--- src/rtl/led_pwm_pkg.sv ---
// Shared types and constants for the PWM duty meter.
package led_pwm_pkg;

  localparam int unsigned DEF_WIDTH = 12;
  localparam int unsigned DUTY_FULL = 1 << DEF_WIDTH;

  typedef enum logic [1:0] {
    IDLE    = 2'd0,
    ALIGN   = 2'd1,
    MEASURE = 2'd2
  } meter_state_e;

endpackage

--- src/rtl/pwm_in_sync.sv ---
// PWM input conditioning: synchronizer, optional 3-sample majority filter
// (PWM_GLITCH_FILTER_EN) and rising-edge detect.
module pwm_in_sync #(
  parameter int unsigned SYNC_STAGES = 2
) (
  input  logic clk,
  input  logic rst_n,
  input  logic pwm_in,
  output logic s,
  output logic rise
);

  logic [SYNC_STAGES-1:0] sync_q;
  logic                   s_d;

  always_ff @(posedge clk or negedge rst_n) begin
    if (!rst_n) sync_q <= '0;
    else        sync_q <= {sync_q[SYNC_STAGES-2:0], pwm_in};
  end

`ifdef PWM_GLITCH_FILTER_EN
  logic [1:0] hist_q;
  logic       filt_q;
  logic       sync_s;

  assign sync_s = sync_q[SYNC_STAGES-1];

  // Majority of the last three synchronized samples; single-cycle blips vanish.
  always_ff @(posedge clk or negedge rst_n) begin
    if (!rst_n) begin
      hist_q <= '0;
      filt_q <= 1'b0;
    end else begin
      hist_q <= {hist_q[0], sync_s};
      filt_q <= (sync_s & hist_q[0]) | (sync_s & hist_q[1]) | (hist_q[0] & hist_q[1]);
    end
  end

  assign s = filt_q;
`else
  assign s = sync_q[SYNC_STAGES-1];
`endif

  always_ff @(posedge clk or negedge rst_n) begin
    if (!rst_n) s_d <= 1'b0;
    else        s_d <= s;
  end

  assign rise = s & ~s_d;

endmodule

--- src/rtl/pwm_duty_meter.sv ---
// Measures PWM high time over 2^WIDTH-cycle frames aligned to a rising edge;
// reports constant levels as static. PWM_GLITCH_FILTER_EN enables input filtering.
module pwm_duty_meter
  import led_pwm_pkg::*;
#(
  parameter int unsigned WIDTH       = DEF_WIDTH,
  parameter int unsigned SYNC_STAGES = 2
) (
  input  logic           clk,
  input  logic           rst_n,
  input  logic           en,
  input  logic           pwm_in,
  output logic [WIDTH:0] duty,
  output logic           duty_valid,
  output logic           is_static,
  output logic           busy
);

  localparam logic [WIDTH:0]   FULL_V  = {1'b1, {WIDTH{1'b0}}};
  localparam logic [WIDTH-1:0] WIN_MAX = {WIDTH{1'b1}};

  logic s;
  logic rise;

  pwm_in_sync #(.SYNC_STAGES(SYNC_STAGES)) u_sync (
    .clk    (clk),
    .rst_n  (rst_n),
    .pwm_in (pwm_in),
    .s      (s),
    .rise   (rise)
  );

  meter_state_e     state, state_n;
  logic [WIDTH-1:0] win_cnt, win_n;
  logic [WIDTH:0]   high_cnt, high_n;
  logic [WIDTH:0]   duty_n;
  logic             valid_n;
  logic             static_n;

  // Next-state and report logic; dropping en discards any frame in progress.
  always_comb begin
    state_n  = state;
    win_n    = win_cnt;
    high_n   = high_cnt;
    duty_n   = duty;
    static_n = is_static;
    valid_n  = 1'b0;
    if (!en) begin
      state_n = IDLE;
      win_n   = '0;
      high_n  = '0;
    end else begin
      unique case (state)
        IDLE: begin
          state_n = ALIGN;
          win_n   = '0;
          high_n  = '0;
        end
        ALIGN: begin
          if (rise) begin
            state_n = MEASURE;
            win_n   = WIDTH'(1);
            high_n  = (WIDTH+1)'(1);
          end else if (win_cnt == WIN_MAX) begin
            duty_n   = s ? FULL_V : '0;
            static_n = 1'b1;
            valid_n  = 1'b1;
            win_n    = '0;
          end else begin
            win_n = win_cnt + WIDTH'(1);
          end
        end
        MEASURE: begin
          if (win_cnt == WIN_MAX) begin
            duty_n   = high_cnt + (WIDTH+1)'(s);
            static_n = 1'b0;
            valid_n  = 1'b1;
            state_n  = ALIGN;
            win_n    = '0;
            high_n   = '0;
          end else begin
            high_n = high_cnt + (WIDTH+1)'(s);
            win_n  = win_cnt + WIDTH'(1);
          end
        end
        default: begin
          state_n = IDLE;
          win_n   = '0;
          high_n  = '0;
        end
      endcase
    end
  end

  always_ff @(posedge clk or negedge rst_n) begin
    if (!rst_n) begin
      state      <= IDLE;
      win_cnt    <= '0;
      high_cnt   <= '0;
      duty       <= '0;
      duty_valid <= 1'b0;
      is_static  <= 1'b0;
      busy       <= 1'b0;
    end else begin
      state      <= state_n;
      win_cnt    <= win_n;
      high_cnt   <= high_n;
      duty       <= duty_n;
      duty_valid <= valid_n;
      is_static  <= static_n;
      busy       <= (state_n != IDLE);
    end
  end

endmodule

--- config.mk ---
export PLATFORM = sky130hd
export DESIGN_NAME = pwm_duty_meter
export DESIGN_NICKNAME = d
export VERILOG_FILES = /design/src/rtl/led_pwm_pkg.sv /design/src/rtl/pwm_in_sync.sv /design/src/rtl/pwm_duty_meter.sv
export SDC_FILE = /design/constraint.sdc
export NUM_CORES = 1
export LEC_CHECK = 0
export CORE_MARGIN = 4
export CORE_UTILIZATION = 30
export DETAILED_ROUTE_END_ITERATION = 10
export GPL_ROUTABILITY_DRIVEN = 0
export PLACE_DENSITY = 0.54
export SETUP_SLACK_MARGIN = 0.05
export SLEW_MARGIN = 20
export SYNTH_ARGS = -nofsm -noshare
export SYNTH_HDL_FRONTEND = slang
export SYNTH_SLANG_ARGS = --single-unit
export TNS_END_PERCENT = 5
--- constraint.sdc ---
create_clock -name clk -period 3.72 [get_ports clk]
set_input_delay 0.372 -clock clk [delete_from_list [all_inputs] [get_ports clk]]
set_output_delay 0.372 -clock clk [all_outputs]
set_load 0.02 [all_outputs]
==> key figures, run 1 <==
Setup path
  – Flop-to-flop setup slack: approximately 1.5 ns
  – Crit start category: register
  – CP arrival: approximately 2.4 ns
  – Setup CP Type: reg -> reg
  – Crit Reg-Reg Endpoint: duty[8]
  – CP max stage delay: ~0.61 ns
  – Worst r2r src: win_cnt[0]
  – Slowest cell on crit path: or3_1
  – Critical Path End Type: register
  – Reg2reg path depth: 5
  – Critical Path RT: roughly 3.9 ns
  – Critical Path Fanout Max: 16
  – CP Cell Sequence: ha_1, nand4_4, or3_1, or2_4, mux2_2

Power and ir drop
  – Pwr dens: around 330 nW/um2
  – Total power: 0.880 mW
  – Pleak: just over 1 nW
  – VDD IR max: 212 uV

Routing
  – DRC: 0
  – Routed WL: about 5000 um
  – Initial detailed-routing violation count: between 50 and 60
  – 1st-pass router iterations: 4
  – ANT nets after route: 0
  – Vias/cell: ~4.9
  – Routed WL per cell: approximately 14 um
  – Vias: 1701

Synth
  – Post-synth cell types: between 40 and 50
  – Mapped Area: 2300 um2
  – Syn nets: roughly 240
  – Post-Synthesis Cells: around 230
  – EDFF count, synth: 0
  – Yosys reg bits: 46
  – Asr flop ratio synth: 1.00
  – Mapped Avg Cell Area: between 9 and 10 um2
  – Total number of yosys warnings: 0
  – Sequential fraction of the synthesis area: 0.501
  – Top_reg_cell synth: dfrtp_1

Clock network
  – H-tree Lvls: 2
  – CTS resizes: 0
  – CTS Hold Buffers Added: 0
  – Clk buf depth: 2
  – Clk root buf: clkbuf_8
  – Clk slew on worst S/H paths: roughly 0.09 ns
  – Worst skew pair latency: 0.29 ns
  – CTS Buf Count: 5
  – Postcts setup bufs: 0
  – CTS tree: built
  – Total clock sinks: 46

Cells and area
  – Final net count: 261
  – Layout cells sized above 1: 0.0598
  – Area grow syn2layout: 16.3%
  – # diodes: 0
  – Final Instance Area: 2680 um2
  – Util after Layout: 0.363
  – Fin cells: between 300 and 400

STA
  – Slew Viols, Final: 0
  – Fin crit share: 0.594
  – Hold_ws: 0.0621 ns
  – Max Clk Rate: approximately 450 MHz
  – Slew Limit Headroom: 0.524
  – Skew final: 0.00766 ns
  – Setup TNS Final: 0 ns
  – RSZ-0062 raised after global routing: false
  – Slack of the critical path: 1.51 ns
  – # setup viols final: 0
  – Final hold violation count: 0
  – Final min period: 2.21 ns
  – Slew at the pin closest to its max-slew limit: 0.711 ns

Worst hold path
  – Hold Path Class: in -> async

Placement
  – Port bufs: 19
  – Cell count after placement: 342
  – Place WS: between 1 and 1.5 ns
  – Dpl hpwl: roughly 3600 um
  – Post-DP Area: roughly 2600 um2

Floorplanning
  – Io pins: 20
  – Initial cell density of the core: 0.312
  – DIE WIDTH: between 90 and 100 um
  – Core ar.: around 7400 um2
  – FP Rows: 31
  – Die Ht: 95.6 um
  – Die ar.: 9130 um2

Global routing
  – GRT overflow: 0
  – GR Layer Usage met1: 0.159
  – Gr usage total: 0.117
  – Met2 Use GR: 0.191
  – Met3 Track Usage GR: 0.0237
  – Vias in the first global route: around 1.7k
  – First-pass GRT wire length: roughly 8400 um
  – Pin count of the biggest net entering global routing: between 40 and 50
  – Initial antenna violation count: 0
  – Busiest grt layer: met2

Run
  – Max-Cap Viols: 0

Status
  – Status: finished, final reports clean
-- power by group --
group	internal, mW	switching [mW]	total (mW)
clock network	0.150	0.170	0.320
logic	0.0154	0.0366	0.0520
registers	0.505	0.00415	0.509
total	0.670	0.211	0.880
-- placed cells by master, fill, tap and decap left out, drive strengths merged, types with 2 or more instances in the layout --
| cell type | count |
|---|---|
| dfrtp | 46 |
| o21ai | 23 |
| nand2 | 19 |
| nor2 | 18 |
| clkdlybuf4s50 | 18 |
| xnor2 | 14 |
| nand3 | 13 |
| inv | 11 |
| o31ai | 8 |
| nor4 | 7 |
| ha | 7 |
| nor3 | 6 |
| xor2 | 6 |
| clkbuf | 6 |
| o211ai | 5 |
| o2bb2ai | 4 |
| nand4 | 4 |
| a21oi | 3 |
| a22o | 3 |
| nand2b | 2 |
| or3 | 2 |
| nor3b | 2 |
| o311ai | 2 |
| o21a | 2 |
| buf | 2 |
| or2 | 2 |
-- cell families (layout without fill, tap and decap cells) --
group	Yosys count	after routing	synth area share
xor gates and xnor gates	20	20	0.0762
muxes	2	2	0.00925
DFF	46	46	0.501
adders and majority gates	7	7	0.0381
AOI/OAI and AO/OA	55	55	0.156
buffers and inverters	19	39	0.0348
and+or+nand+nor	82	82	0.186
-- cells in the mapped netlist, drive strengths merged, types with 3 or more instances --
| master | number | area [um2] |
|---|---|---|
| nor4 | 7 | 43.8 |
| o211ai | 5 | 37.5 |
| inv | 11 | 41.3 |
| nor3 | 6 | 30.0 |
| o2bb2ai | 4 | 35.0 |
| a22o | 3 | 26.3 |
| nand2 | 19 | 71.3 |
| o31ai | 8 | 60.1 |
| nand3 | 13 | 65.1 |
| o21ai | 23 | 115 |
| clkbuf | 6 | 22.5 |
| nand4 | 4 | 40.0 |
| nor2 | 18 | 67.6 |
| ha | 7 | 87.6 |
| xor2 | 6 | 52.6 |
| dfrtp | 46 | 1150 |
| a21oi | 3 | 15.0 |
| xnor2 | 14 | 123 |
-- registers in the layout, indices dropped and copies added (netlist names) --
name	cells
busy	1
duty	13
duty_valid	1
high_cnt	13
is_static	1
state	2
u_sync.s_d	1
u_sync.sync_q	2
win_cnt	12
-- final cells by class --
class | instances | area (um2)
clock inverter | 2 | 12.5
timing repair buffer | 20 | 195
tap | 99 | 124
multi-input combinational | 166 | 1070
inverter | 11 | 41.3
fill | 769 | 4690
sequential | 46 | 1150
clock buffer | 6 | 82.6
-- routing by layer --
layer,vias to the layer above,wire (um)
li1,862,-
met1,818,2450
met2,19,2260
met3,2,126
met4,0,23
met5,-,0
-- critical path, delay by kind of cell, from the launching register on --
family | cells | cell delay, ns
fa+ha+maj | 1 | 0.26
flops | 1 | 0.41
simple gates | 3 | 1.14
mux | 1 | 0.28
-- how the worst max path moves through the flow --
stage	start	endpoint	slack (ns)	cells past startpoint
3_5_place_dp	en	high_cnt[6]	1.43	5
5_1_grt	state[0]	duty[8]	1.34	5
4_1_cts	win_cnt[0]	duty[8]	1.50	5
6_report	win_cnt[0]	duty[8]	1.51	5
2_1_floorplan	win_cnt[0]	duty[4]	1.79	7
3_3_place_gp	en	high_cnt[6]	1.49	5
(Power assumes the default switching activity.)
==> run 2: changes to the inputs <==
--- a/config.mk
+++ b/config.mk
@@ -9,7 +9,7 @@
 export CORE_UTILIZATION = 30
 export DETAILED_ROUTE_END_ITERATION = 10
 export GPL_ROUTABILITY_DRIVEN = 0
-export PLACE_DENSITY = 0.54
+export PLACE_DENSITY = 0.56
 export SETUP_SLACK_MARGIN = 0.05
 export SLEW_MARGIN = 20
 export SYNTH_ARGS = -nofsm -noshare
==> constraint.sdc (replaced) <==
create_clock -name clk -period 1.9 [get_ports clk]
set_input_delay 0.19 -clock clk [delete_from_list [all_inputs] [get_ports clk]]
set_output_delay 0.19 -clock clk [all_outputs]
set_load 0.02 [all_outputs]
==> key figures, run 2 (same netlist as run 1, synthesis figures left out) <==
Status
  – Status: finished, final reports clean

Setup path
  – Critical Path Fanout Max: 11
  – Slowest cell on crit path: dfrtp_1
  – Critical Path End Type: register
  – Setup CP Type: reg -> reg
  – CP max stage delay: approximately 0.42 ns
  – Crit start category: register
  – CP arrival: approximately 2 ns
  – CP Cell Sequence: ha_4, nand4_4, or3_4, or2_4, mux2_2
  – Critical Path RT: 2.09 ns

Clock network
  – Clk buf depth: 2
  – Clk slew on worst S/H paths: approximately 0.090 ns
  – CTS tree: built
  – Worst skew pair latency: about 0.30 ns
  – Total clock sinks: 46
  – Clk root buf: clkbuf_8
  – H-tree Lvls: 2
  – CTS Buf Count: 5

Global routing
  – GRT overflow: 0
  – Initial antenna violation count: 0
  – Vias in the first global route: 1961
  – First-pass GRT wire length: approximately 9500 um
  – Pin count of the biggest net entering global routing: 29
  – Gr usage total: 0.132

Power and ir drop
  – Pleak: approximately 1.2 nW
  – VDD IR max: 350 uV
  – Total power: 1.88 mW
  – Pwr dens: about 630 nW/um2

STA
  – RSZ-0062 raised after global routing: true
  – Slew at the pin closest to its max-slew limit: about 0.47 ns
  – Setup TNS Final: 0 ns
  – Skew final: ~0.0096 ns
  – Hold_ws: 0.327 ns
  – Slew Limit Headroom: 0.689
  – Final hold violation count: 0
  – Max Clk Rate: 552 MHz
  – Slack of the critical path: 0.0887 ns
  – # setup viols final: 0
  – Fin crit share: 0.953
  – Final min period: 1.81 ns
  – Slew Viols, Final: 0

Routing
  – Routed WL per cell: between 10 and 15 um
  – Vias/cell: between 4 and 5
  – ANT nets after route: 0
  – Routed WL: 5270 um
  – 1st-pass router iterations: 4
  – Vias: roughly 1.9k
  – Initial detailed-routing violation count: 60
  – DRC: 0

Floorplanning
  – DIE WIDTH: about 96 um
  – Die Ht: between 90 and 100 um
  – Initial cell density of the core: 0.312
  – FP Rows: 31
  – Io pins: 20
  – Die ar.: between 9000 and 10000 um2
  – Core ar.: between 7000 and 8000 um2

Cells and area
  – Layout cells sized above 1: 0.181
  – Leading cell type in the layout, fill and taps excluded: dfrtp_1
  – Area grow syn2layout: 29.4%
  – Most frequent cells in the layout: dfrtp_1 (46), buf_4 (30), o21ai_0 (20), nand2_1 (19)
  – Largest regs: duty x13, high_cnt x13, win_cnt x12
  – Util after Layout: 0.404
  – # diodes: 0
  – Final net count: 292
  – Fillers: 745

Worst hold path
  – Hold Path Class: in -> reg

Placement
  – Place WS: 0.0276 ns
  – Dpl hpwl: 3880 um
  – Port bufs: 19

Run
  – Max-Cap Viols: 0
-- run 2: cell types whose count changed in the layout (fill, tap and decap cells not counted), sizes merged --
cell / before / now
buf: 2 / 32
clkinv: 1 / 0
bufinv: 0 / 1
dlygate4sd3: 0 / 1
-- run 2: repair_timing --
item / 4_1_cts / 5_1_grt
hold endpoints to repair: 18 / 0
resized for setup: 0 / 8
buffers inserted: 1 / 2
hold buffers: 1 / 0
pin swaps: 1 / 4
endpoints found under the setup margin: 7 / 31
-- run 2: worst max-delay path, delay by kind of cell (launching register included) --
family	cells	cell delay, ns
adder cells (fa/ha/maj)	1	0.18
flip-flops	1	0.42
multiplexers	1	0.28
AND/OR/NAND/NOR	3	0.81
-- run 2: final cells by class --
cell class / count / area (um2) / area share
flip-flops and latches: 46 / 1150 / 0.387
clock buffers: 6 / 72.6 / 0.0244
clock inverters: 2 / 37.5 / 0.0126
repair buffers: 51 / 440 / 0.148
well taps: 99 / 124 / 0.0416
multi-input cells: 166 / 1110 / 0.373
inverters: 11 / 41.3 / 0.0139
-- run 2: final timing paths --
kind | from | to | slack, ns | cells after the start
setup / recovery | win_cnt[1] | duty[8] | 0.09 | 5
hold / removal | pwm_in | u_sync.sync_q[0] | 0.33 | 1
setup reg to reg | win_cnt[1] | duty[8] | 0.09 | 5
hold reg to reg | u_sync.sync_q[0] | u_sync.sync_q[1] | 0.39 | 0
max in group asynchronous | rst_n | u_sync.s_d | 1.02 | 3
min in group asynchronous | rst_n | win_cnt[7] | 0.37 | 2
-- run 2: power by group --
group	internal, mW	switching, mW	leakage, nW	total [mW]
clock network	0.393	0.349	0.0514	0.742
registers	0.988	0.00644	0.633	0.994
logic	0.0597	0.0837	0.488	0.143
-- run 2: metrics by stage --
step / area [um2] / std cells
after floorplan: 2320 / 231
after global placement: 2810 / 369
after detailed placement: 2810 / 369
after CTS: 2940 / 379
after global routing: 2980 / 381
final: 2980 / 381
-- run 2: routing by layer --
layer / global-route usage / part of all wire / vias to the layer above
met2: 0.224 / 0.48 / 29
met4: 0.0355 / 0.0076 / 0
met3: 0.0300 / 0.036 / 4
met1: 0.169 / 0.48 / 900
met5: 0 / 0 / -
li1: - / - / 924
